===== config.mk =====
export PLATFORM = sky130hd
export DESIGN_NAME = asin_taylor
export DESIGN_NICKNAME = d
export VERILOG_FILES = /design/src/rtl/asin_taylor.sv
export SDC_FILE = /design/constraint.sdc
export NUM_CORES = 2
export LEC_CHECK = 0
export BUFFER_PORTS_ARGS = -buffer_cell sky130_fd_sc_hd__buf_2
export CAP_MARGIN = 20
export CORE_ASPECT_RATIO = 1.25
export CORE_MARGIN = 10
export CORE_UTILIZATION = 59
export CTS_CLUSTER_DIAMETER = 120
export CTS_CLUSTER_SIZE = 8
export DETAILED_ROUTE_END_ITERATION = 10
export MAX_ROUTING_LAYER = met4
export PLACE_DENSITY = 0.75
export SETUP_SLACK_MARGIN = 0.1
export SLEW_MARGIN = 20
export SYNTH_ARGS = -nofsm -noshare
export SYNTH_HDL_FRONTEND = slang
export SYNTH_SLANG_ARGS = --single-unit

===== constraint.sdc =====
create_clock -name clk -period 17.5 [get_ports clk]
set_clock_uncertainty 0.05 [all_clocks]
set_input_delay 1.75 -clock clk [delete_from_list [all_inputs] [get_ports clk]]
set_output_delay 1.75 -clock clk [all_outputs]
set_load 0.02 [all_outputs]

===== src/rtl/asin_taylor.sv =====
// asin_taylor: y = (2/pi)*asin(s) via a sequential 5-term odd Taylor multiply-accumulate.
// Optional build macro ASIN_TAYLOR_ROUND_EN: round-half-up on every arithmetic shift instead of floor.
module asin_taylor #(
    parameter int G_DWIDTH   = 16,
    parameter int G_TAPWIDTH = 16
) (
    input  logic                clk,
    input  logic                reset,
    input  logic                enable,
    input  logic                bypass,
    input  logic [G_DWIDTH-1:0] din,
    input  logic                din_valid,
    output logic                din_ready,
    output logic [G_DWIDTH-1:0] dout,
    output logic                dout_valid,
    input  logic                dout_ready
);
    localparam int DW  = G_DWIDTH;
    localparam int TW  = G_TAPWIDTH;
    localparam int XW  = DW + 1;    // p and sq need one extra bit: (-1)^2 = +1
    localparam int PW  = 2 * XW;
    localparam int TRW = DW + TW;
    localparam int AW  = DW + TW + 3;

`ifdef ASIN_TAYLOR_ROUND_EN
    localparam logic RND_EN = 1'b1;
`else
    localparam logic RND_EN = 1'b0;
`endif
    localparam logic signed [PW-1:0] RND_P = PW'(RND_EN) <<< (DW - 2);
    localparam logic signed [AW-1:0] RND_A = AW'(RND_EN) <<< (TW - 2);
    localparam logic signed [AW-1:0] DMAX  = (AW'(1) <<< (DW - 1)) - AW'(1);
    localparam logic signed [AW-1:0] DMIN  = -DMAX - AW'(1);

    localparam logic [2:0] SM_IDLE   = 3'd0;
    localparam logic [2:0] SM_SQUARE = 3'd1;
    localparam logic [2:0] SM_TERM   = 3'd2;
    localparam logic [2:0] SM_ACCUM  = 3'd3;
    localparam logic [2:0] SM_OUTPUT = 3'd4;

    function automatic int coef_int(input int k);
        real c;
        case (k)
            0:       c = 0.6366197724;
            1:       c = 0.1061032954;
            2:       c = 0.0477464829;
            3:       c = 0.0284205256;
            4:       c = 0.0193417551;
            default: c = 0.0;
        endcase
        return $rtoi(c * (2.0 ** (TW - 1)) + 0.5);
    endfunction

    logic signed [TW-1:0] coef [0:7];
    for (genvar gi = 0; gi < 8; gi++) begin : g_coef
        localparam int CI = coef_int(gi);
        assign coef[gi] = CI[TW-1:0];
    end

    logic [2:0]            state_q, state_d;
    logic signed [XW-1:0]  p_q, p_d;
    logic signed [XW-1:0]  sq_q, sq_d;
    logic signed [TRW-1:0] term_q, term_d;
    logic signed [AW-1:0]  acc_q, acc_d;
    logic [2:0]            k_q, k_d;
    logic [DW-1:0]         dout_q, dout_d;
    logic                  dout_valid_q, dout_valid_d;
    logic                  din_ready_q, din_ready_d;

    // One shared multiplier: p*p while squaring (p still holds s), p*sq while accumulating.
    logic signed [XW-1:0]  mul_b;
    logic signed [PW-1:0]  mul_prod;
    logic signed [XW-1:0]  mul_sh;
    logic signed [TRW-1:0] term_prod;
    logic signed [AW-1:0]  acc_sum;
    logic signed [AW-1:0]  acc_sh;
    logic [DW-1:0]         dout_sat;

    assign mul_b     = (state_q == SM_SQUARE) ? p_q : sq_q;
    assign mul_prod  = PW'(p_q) * PW'(mul_b);
    assign mul_sh    = XW'((mul_prod + RND_P) >>> (DW - 1));
    assign term_prod = TRW'(p_q) * TRW'(coef[k_q]);
    assign acc_sum   = acc_q + AW'(term_q);
    assign acc_sh    = (acc_sum + RND_A) >>> (TW - 1);

    always_comb begin
        dout_sat = DW'(acc_sh);
        if (acc_sh > DMAX) begin
            dout_sat = DW'(DMAX);
        end else if (acc_sh < DMIN) begin
            dout_sat = DW'(DMIN);
        end
    end

    always_comb begin
        state_d      = state_q;
        p_d          = p_q;
        sq_d         = sq_q;
        term_d       = term_q;
        acc_d        = acc_q;
        k_d          = k_q;
        dout_d       = dout_q;
        dout_valid_d = dout_valid_q;
        din_ready_d  = din_ready_q;
        case (state_q)
            SM_IDLE: begin
                if (!din_ready_q) begin
                    din_ready_d = 1'b1;
                end else if (din_valid) begin
                    din_ready_d = 1'b0;
                    p_d         = XW'($signed(din));
                    acc_d       = '0;
                    k_d         = '0;
                    if (bypass) begin
                        dout_d  = din;
                        state_d = SM_OUTPUT;
                    end else begin
                        state_d = SM_SQUARE;
                    end
                end
            end
            SM_SQUARE: begin
                sq_d    = mul_sh;
                state_d = SM_TERM;
            end
            SM_TERM: begin
                term_d  = term_prod;
                state_d = SM_ACCUM;
            end
            SM_ACCUM: begin
                acc_d = acc_sum;
                p_d   = mul_sh;
                if (k_q == 3'd4) begin
                    dout_d       = dout_sat;
                    dout_valid_d = 1'b1;
                    state_d      = SM_OUTPUT;
                end else begin
                    k_d     = k_q + 3'd1;
                    state_d = SM_TERM;
                end
            end
            SM_OUTPUT: begin
                // Bypass arrives here with valid still low; it rises on the next edge.
                if (dout_valid_q && dout_ready) begin
                    dout_valid_d = 1'b0;
                    din_ready_d  = 1'b1;
                    state_d      = SM_IDLE;
                end else begin
                    dout_valid_d = 1'b1;
                end
            end
            default: begin
                state_d = SM_IDLE;
            end
        endcase
        if (!enable) begin
            state_d      = SM_IDLE;
            p_d          = '0;
            sq_d         = '0;
            term_d       = '0;
            acc_d        = '0;
            k_d          = '0;
            dout_d       = '0;
            dout_valid_d = 1'b0;
            din_ready_d  = 1'b0;
        end
    end

    always_ff @(posedge clk or negedge reset) begin
        if (!reset) begin
            state_q      <= SM_IDLE;
            p_q          <= '0;
            sq_q         <= '0;
            term_q       <= '0;
            acc_q        <= '0;
            k_q          <= '0;
            dout_q       <= '0;
            dout_valid_q <= 1'b0;
            din_ready_q  <= 1'b0;
        end else begin
            state_q      <= state_d;
            p_q          <= p_d;
            sq_q         <= sq_d;
            term_q       <= term_d;
            acc_q        <= acc_d;
            k_q          <= k_d;
            dout_q       <= dout_d;
            dout_valid_q <= dout_valid_d;
            din_ready_q  <= din_ready_d;
        end
    end

    assign din_ready  = din_ready_q;
    assign dout       = dout_q;
    assign dout_valid = dout_valid_q;

endmodule

After elaboration in Yosys (flattened, before gate mapping)
Memory sizes are Yosys's and may differ from the RTL's.
Index checks and enable logic that the tools add are counted.

operators by class
  add/subtract/negate cells = 2
  $mul = 2
  magnitude comparators = 3
  equal/unequal tests = 16
  muxes and demuxes = 44
  bitwise operators = 1
  reduce and logical (&&, ||, !) cells = 8

operators by type and width
  operator                                                                           count
  16-bit 2-to-1 mux                                                                  9
  35-bit 2-to-1 mux                                                                  3
  17-bit 2-to-1 mux                                                                  6
  35-bit one-hot mux with 2 select lines                                             1
  32-bit 2-to-1 mux                                                                  2
  35-bit by 32-bit adder with 35-bit output                                          1
  17-bit one-hot mux with 2 select lines                                             1
  17-bit by 16-bit multiplier with 32-bit output                                     1
  17-bit by 17-bit multiplier with 32-bit output                                     1
  16-bit one-hot mux with 2 select lines                                             1
  3-bit 2-to-1 mux                                                                   10
  20-bit by 16-bit greater-than comparator with 1-bit output, second input constant  1
  20-bit by 16-bit less-than comparator with 1-bit output, second input constant     1
  3-bit != test, second input constant                                               6
  3-bit one-hot mux with 5 select lines                                              1
  3-bit by 1-bit != test with 1-bit output, second input constant                    3
  1-bit 2-to-1 mux                                                                   7
  3-bit by 2-bit equality test with 1-bit output, second input constant              2
  3-bit equality test, second input constant                                         2
  3-bit one-hot mux with 2 select lines                                              1
  3-bit AND reduction                                                                2
  5-bit AND reduction                                                                1
  4-bit greater-or-equal comparator, second input constant                           1
  2-bit by 1-bit != test with 1-bit output, second input constant                    2
  other kinds (8)                                                                    10

storage, ports and cells
  flip-flop bits (word level) = 125
  ROM bits = 128
  bits of input ports = 22
  output and inout bits = 18
  logic and storage cells = 86
  memories kept = 1

memory list
  name              depth  width  read ports  clocked after Yosys merged registers in  write ports  RTL line  RTL
  (name not given)  8      16     1           0                                        0            82        assign term_prod = TRW'(p_q) * TRW'(coef[k_q]);

Longest topological paths before layout
  depth after elaboration = 7
  mapped depth = 30
  depth with buffers taken out = 28

Worst setup path before layout
No wires, ideal clock.

  kind = reg-to-reg
  start = register state_q[2]
  end = register p_q[13]
  setup time = 141 ps
  arrival time = 7,276 ps
  required time = 17,309 ps
  slack = 10,033 ps
  cell stages (with the launch flop) = 28
  buffers on the path = 4
  path through = dfrtp_1 -> clkbuf_1 -> nor3b_1 -> clkbuf_1 -> clkbuf_1 -> nand2_1 -> nand2_1 -> clkbuf_1 -> nand2_1 -> fa_1 -> fa_1 -> fa_1 -> fa_1 -> inv_1 -> fa_1 -> inv_1 -> fa_1 -> inv_1 -> ha_1 -> a211oi_1 -> nor3b_1 -> a311o_1 -> a31o_4 -> a221oi_2 -> o221ai_1 -> a211o_1 -> nand3_1 -> a31oi_1

between the ends
  word-level cells in the longest chain between the ends = 5
  elaborated cells on any way between the ends = 11
  those cells by class = mul (1); eq/ne (5); mux (3); reduce/logical (2)

ends and longest elaborated chain
  what                                            RTL line  RTL
  from (decl)                                     60        logic [2:0] state_q, state_d;
  from (signal assigned)                          181       state_q <= state_d;
  3-bit by 1-bit equality test with 1-bit output  79        assign mul_b = (state_q == SM_SQUARE) ? p_q : sq_q;
  17-bit 2-to-1 mux                               79
  17-bit by 17-bit multiplier with 32-bit output  80        assign mul_prod = PW'(p_q) * PW'(mul_b);
  17-bit one-hot mux with 2 select lines          105       case (state_q)
  17-bit 2-to-1 mux                               156       if (!enable) begin
  to (signal assigned)                            182       p_q <= p_d;
  to (decl)                                       61        logic signed [XW-1:0] p_q, p_d;

Parallel ways exist; a longest one is shown, timed or not.
A chain may end at the register's enable or synchronous reset.

Final worst setup path
  start = register state_q[2]
  end = register p_q[12]

The elaborated chain is that of the path after synthesis.

==> flow_summary.ini <==
[placed_design]
placedCellCount = 3447
gp_congestion = 0.951
place_area_um2 = 27300
io_buffer_count = 39
dp_hpwl_um = 57300
pre_cts_ws_ps = 9010

[worst_setup_path]
critPathMostFrequentCell = fa_1
worstPathArrival_ps = 8840
path_buf_inv = 3
r2r_cells = 22
cp_slowest_stage_delay_ps = 850
r2r_slack_ps = 8870
crit_fanout = 27
worstReg2RegEnd = p_q[12]
worstReg2RegStart = state_q[2]
crit_path_start_kind = flop
cp_cell_sequence = or3b_1 -> and2_1 -> a21o_1 -> nand2_1 -> fa_1 -> fa_1 -> fa_1 -> fa_1 -> inv_1 -> fa_1 -> inv_1 -> fa_1 -> inv_1 -> ha_1 -> a211oi_1 -> nor3b_1 -> a311o_1 -> a31o_4 -> a221oi_2 -> o221ai_1 -> o31ai_1 -> o221ai_1
required_ps = 17710
setup.worst_path.end_class = flop
critical_path_class = reg2reg
cp_top_family = adder cells
critPathSlowestCell = or3b_1

[pwr]
p_switching_uw = 829
clkPwrFrac = 0.209
swShare = 0.464
ir_drop_v = 0.0000742
p_seq_frac = 0.182
p_leak_uw = 0.0146
power_frac_comb = 0.608
power_density_nw_per_um2 = 64.0
p_int_uw = 956

[route]
wl_per_cell_um = 20.4
drt-vias-per-instance = 5.81
routed_wl_um = 71000
drt_iter0_markers = 1249
firstDrtPassIters = 7
dr_total_vias = 20230
ant_nets = 0
drc = 0

[final_layout]
synthToLayoutAreaGrowth_pct = 5.04
multi_input_area_um2 = 20600
drive_gt1_frac = 0.0485
regArea_um2 = 3130
layout.nets = 3632
final_cells = 3479
finalInstanceArea_um2 = 27900
nFillCells = 3723
layout_commonest_cell = inv_1
layout_common_cells = inv_1 (629), fa_1 (519), nand2_1 (363)
insertedDiodeCount = 0

[synth]
ys_seq_elements = 125
yosysUniqueCellTypes = 71
synthFlopType = dfrtp_1
syn-cell-area_um2 = 26500
synth_cells = 2929
avgSynthCellArea_um2 = 9.06
synth_nets = 3667
async_flop_share = 1.00
synth_edf_count = 0
ys_seq_area_frac = 0.118
ys_warn_count = 0

[timing]
setup_viol = 0
hold_viol_final = 0
period_share = 0.493
rsz0062_at_grt = no
setup_slack_ps = 8870
max_clock_freq_ghz = 0.116
finalSetupTns_ps = 0
slew_viol_final = 0
min_period_ps = 8630
tightestPinTransition_ps = 1090
maxSlewHeadroom = 0.275

[worst_hold_path]
min_path_type = reg2reg
hold_path_depth = 2
worstHoldStart = acc_q[8]
hold_end = acc_q[8]

[die]
num_rows = 86
die_x_um = 210
initial_core_util = 0.599
ios = 40
fp.coreArea_um2 = 44300
die-height_um = 257
die_area_um2 = 53900

[cts]
post_cts_resize_count = 0
cts_hold_buf = 0
post_cts_buffers = 0
numClockSinks = 125
cts_root_buf = clkbuf_16
h-tree-depth = 4
path_clk_slew_ps = 60
cts_buffer_depth = 2
clock_latency_ps = 430
cts_tree = built
cts_buffers = 17

[grt]
grt_max_degree = 65
antenna_found_initial = 0
first_global_vias = 22129
overflow = 0
grt_usage = 0.276
grt_pass1_wl_um = 116000

[status]
status = completed

[flow_run]
maxCapViolations = 0
==> flip-flops by register name, indices dropped and copies added (netlist names) <==
signal	count
din_ready	1
sq_q	17
dout_valid	1
acc_q	35
term_q	32
dout	16
p_q	17
state_q	3
k_q	3
==> cells by family (layout without fill, tap and decap cells) <==
| logic type | count (synthesis) | after routing | share of synthesized area |
|---|---|---|---|
| buffers and inverters | 758 | 736 | 0.107 |
| and+or+nand+nor | 824 | 824 | 0.151 |
| xor gates and xnor gates | 86 | 86 | 0.0284 |
| DFF | 125 | 125 | 0.118 |
| adders and majority gates | 716 | 716 | 0.484 |
| muxes | 3 | 3 | 0.00137 |
| AOI/OAI and AO/OA | 417 | 417 | 0.110 |
==> routing by layer <==
| metal | wire [um] | track usage | vias up |
|---|---|---|---|
| met4 | 4020 | 0.142 | 0 |
| met3 | 2850 | 0.0241 | 240 |
| met2 | 39000 | 0.499 | 671 |
| li1 | - | - | 8968 |
| met5 | 0 | - | - |
| met1 | 25200 | 0.296 | 10351 |
==> power by group through the flow <==
stage               clock (uW)  sequential (uW)  combinational, uW
finish                     373              326               1090
global route               387              326               1220
CTS                        374              325               1090
detailed placement           0              330               1080
global placement             0              329               1060
floorplan                    0              319                792
==> worst max-delay path by stage <==
stage	slack [ps]	start	cells after the start	end
2_1_floorplan	10030	state_q[2]	27	p_q[13]
5_1_grt	8450	k_q[0]	27	term_q[30]
3_3_place_gp	9090	state_q[2]	23	sq_q[12]
6_report	8870	state_q[2]	22	p_q[12]
4_1_cts	8980	state_q[2]	22	p_q[12]
3_5_place_dp	9010	state_q[2]	22	p_q[12]
==> final cells by class <==
type	instances	area share
Tap cell	572	0.0257
Timing Repair Buffer	75	0.0168
Clock buffer	19	0.0159
Multi-Input combinational cell	2046	0.739
Sequential cell	125	0.112
Clock inverter	13	0.00588
Inverter	629	0.0847
==> metrics by stage <==
step	power (uW)	util	hold WS [ps]
2_1_floorplan	1110	-	403
3_3_place_gp	1380	0.615	419
3_5_place_dp	1410	0.615	426
4_1_cts	1790	0.629	438
5_1_grt	1940	0.629	467
6_report	1780	0.629	431
==> synthesized netlist by cell type, drive strengths merged (6+ instances only) <==
library cell,number,area (um^2)
and3,11,68.8
o21bai,11,82.6
xor2,28,245
or2,12,75.1
dfrtp,125,3130
a21o,49,368
o21ai,70,350
a211oi,14,105
nand2,363,1360
a22o,49,429
o21a,17,128
fa,519,10400
a31o,6,61.3
o211ai,22,170
a21oi,92,460
nand3,36,180
inv,629,2360
a21boi,16,120
o31ai,9,67.6
nor2,80,300
and2,147,920
nand2b,26,163
xnor2,58,508
a31oi,14,87.6
nor3,20,100
ha,197,2460
nand4,11,68.8
clkbuf,124,465
nor2b,98,613
==> worst min-delay path, stage by stage (launching register included) <==
cell     delay [ps]
dfrtp_1         340
nand2_1          40
o21ai_0          60
Note: power is estimated with default switching activity, not from simulation.
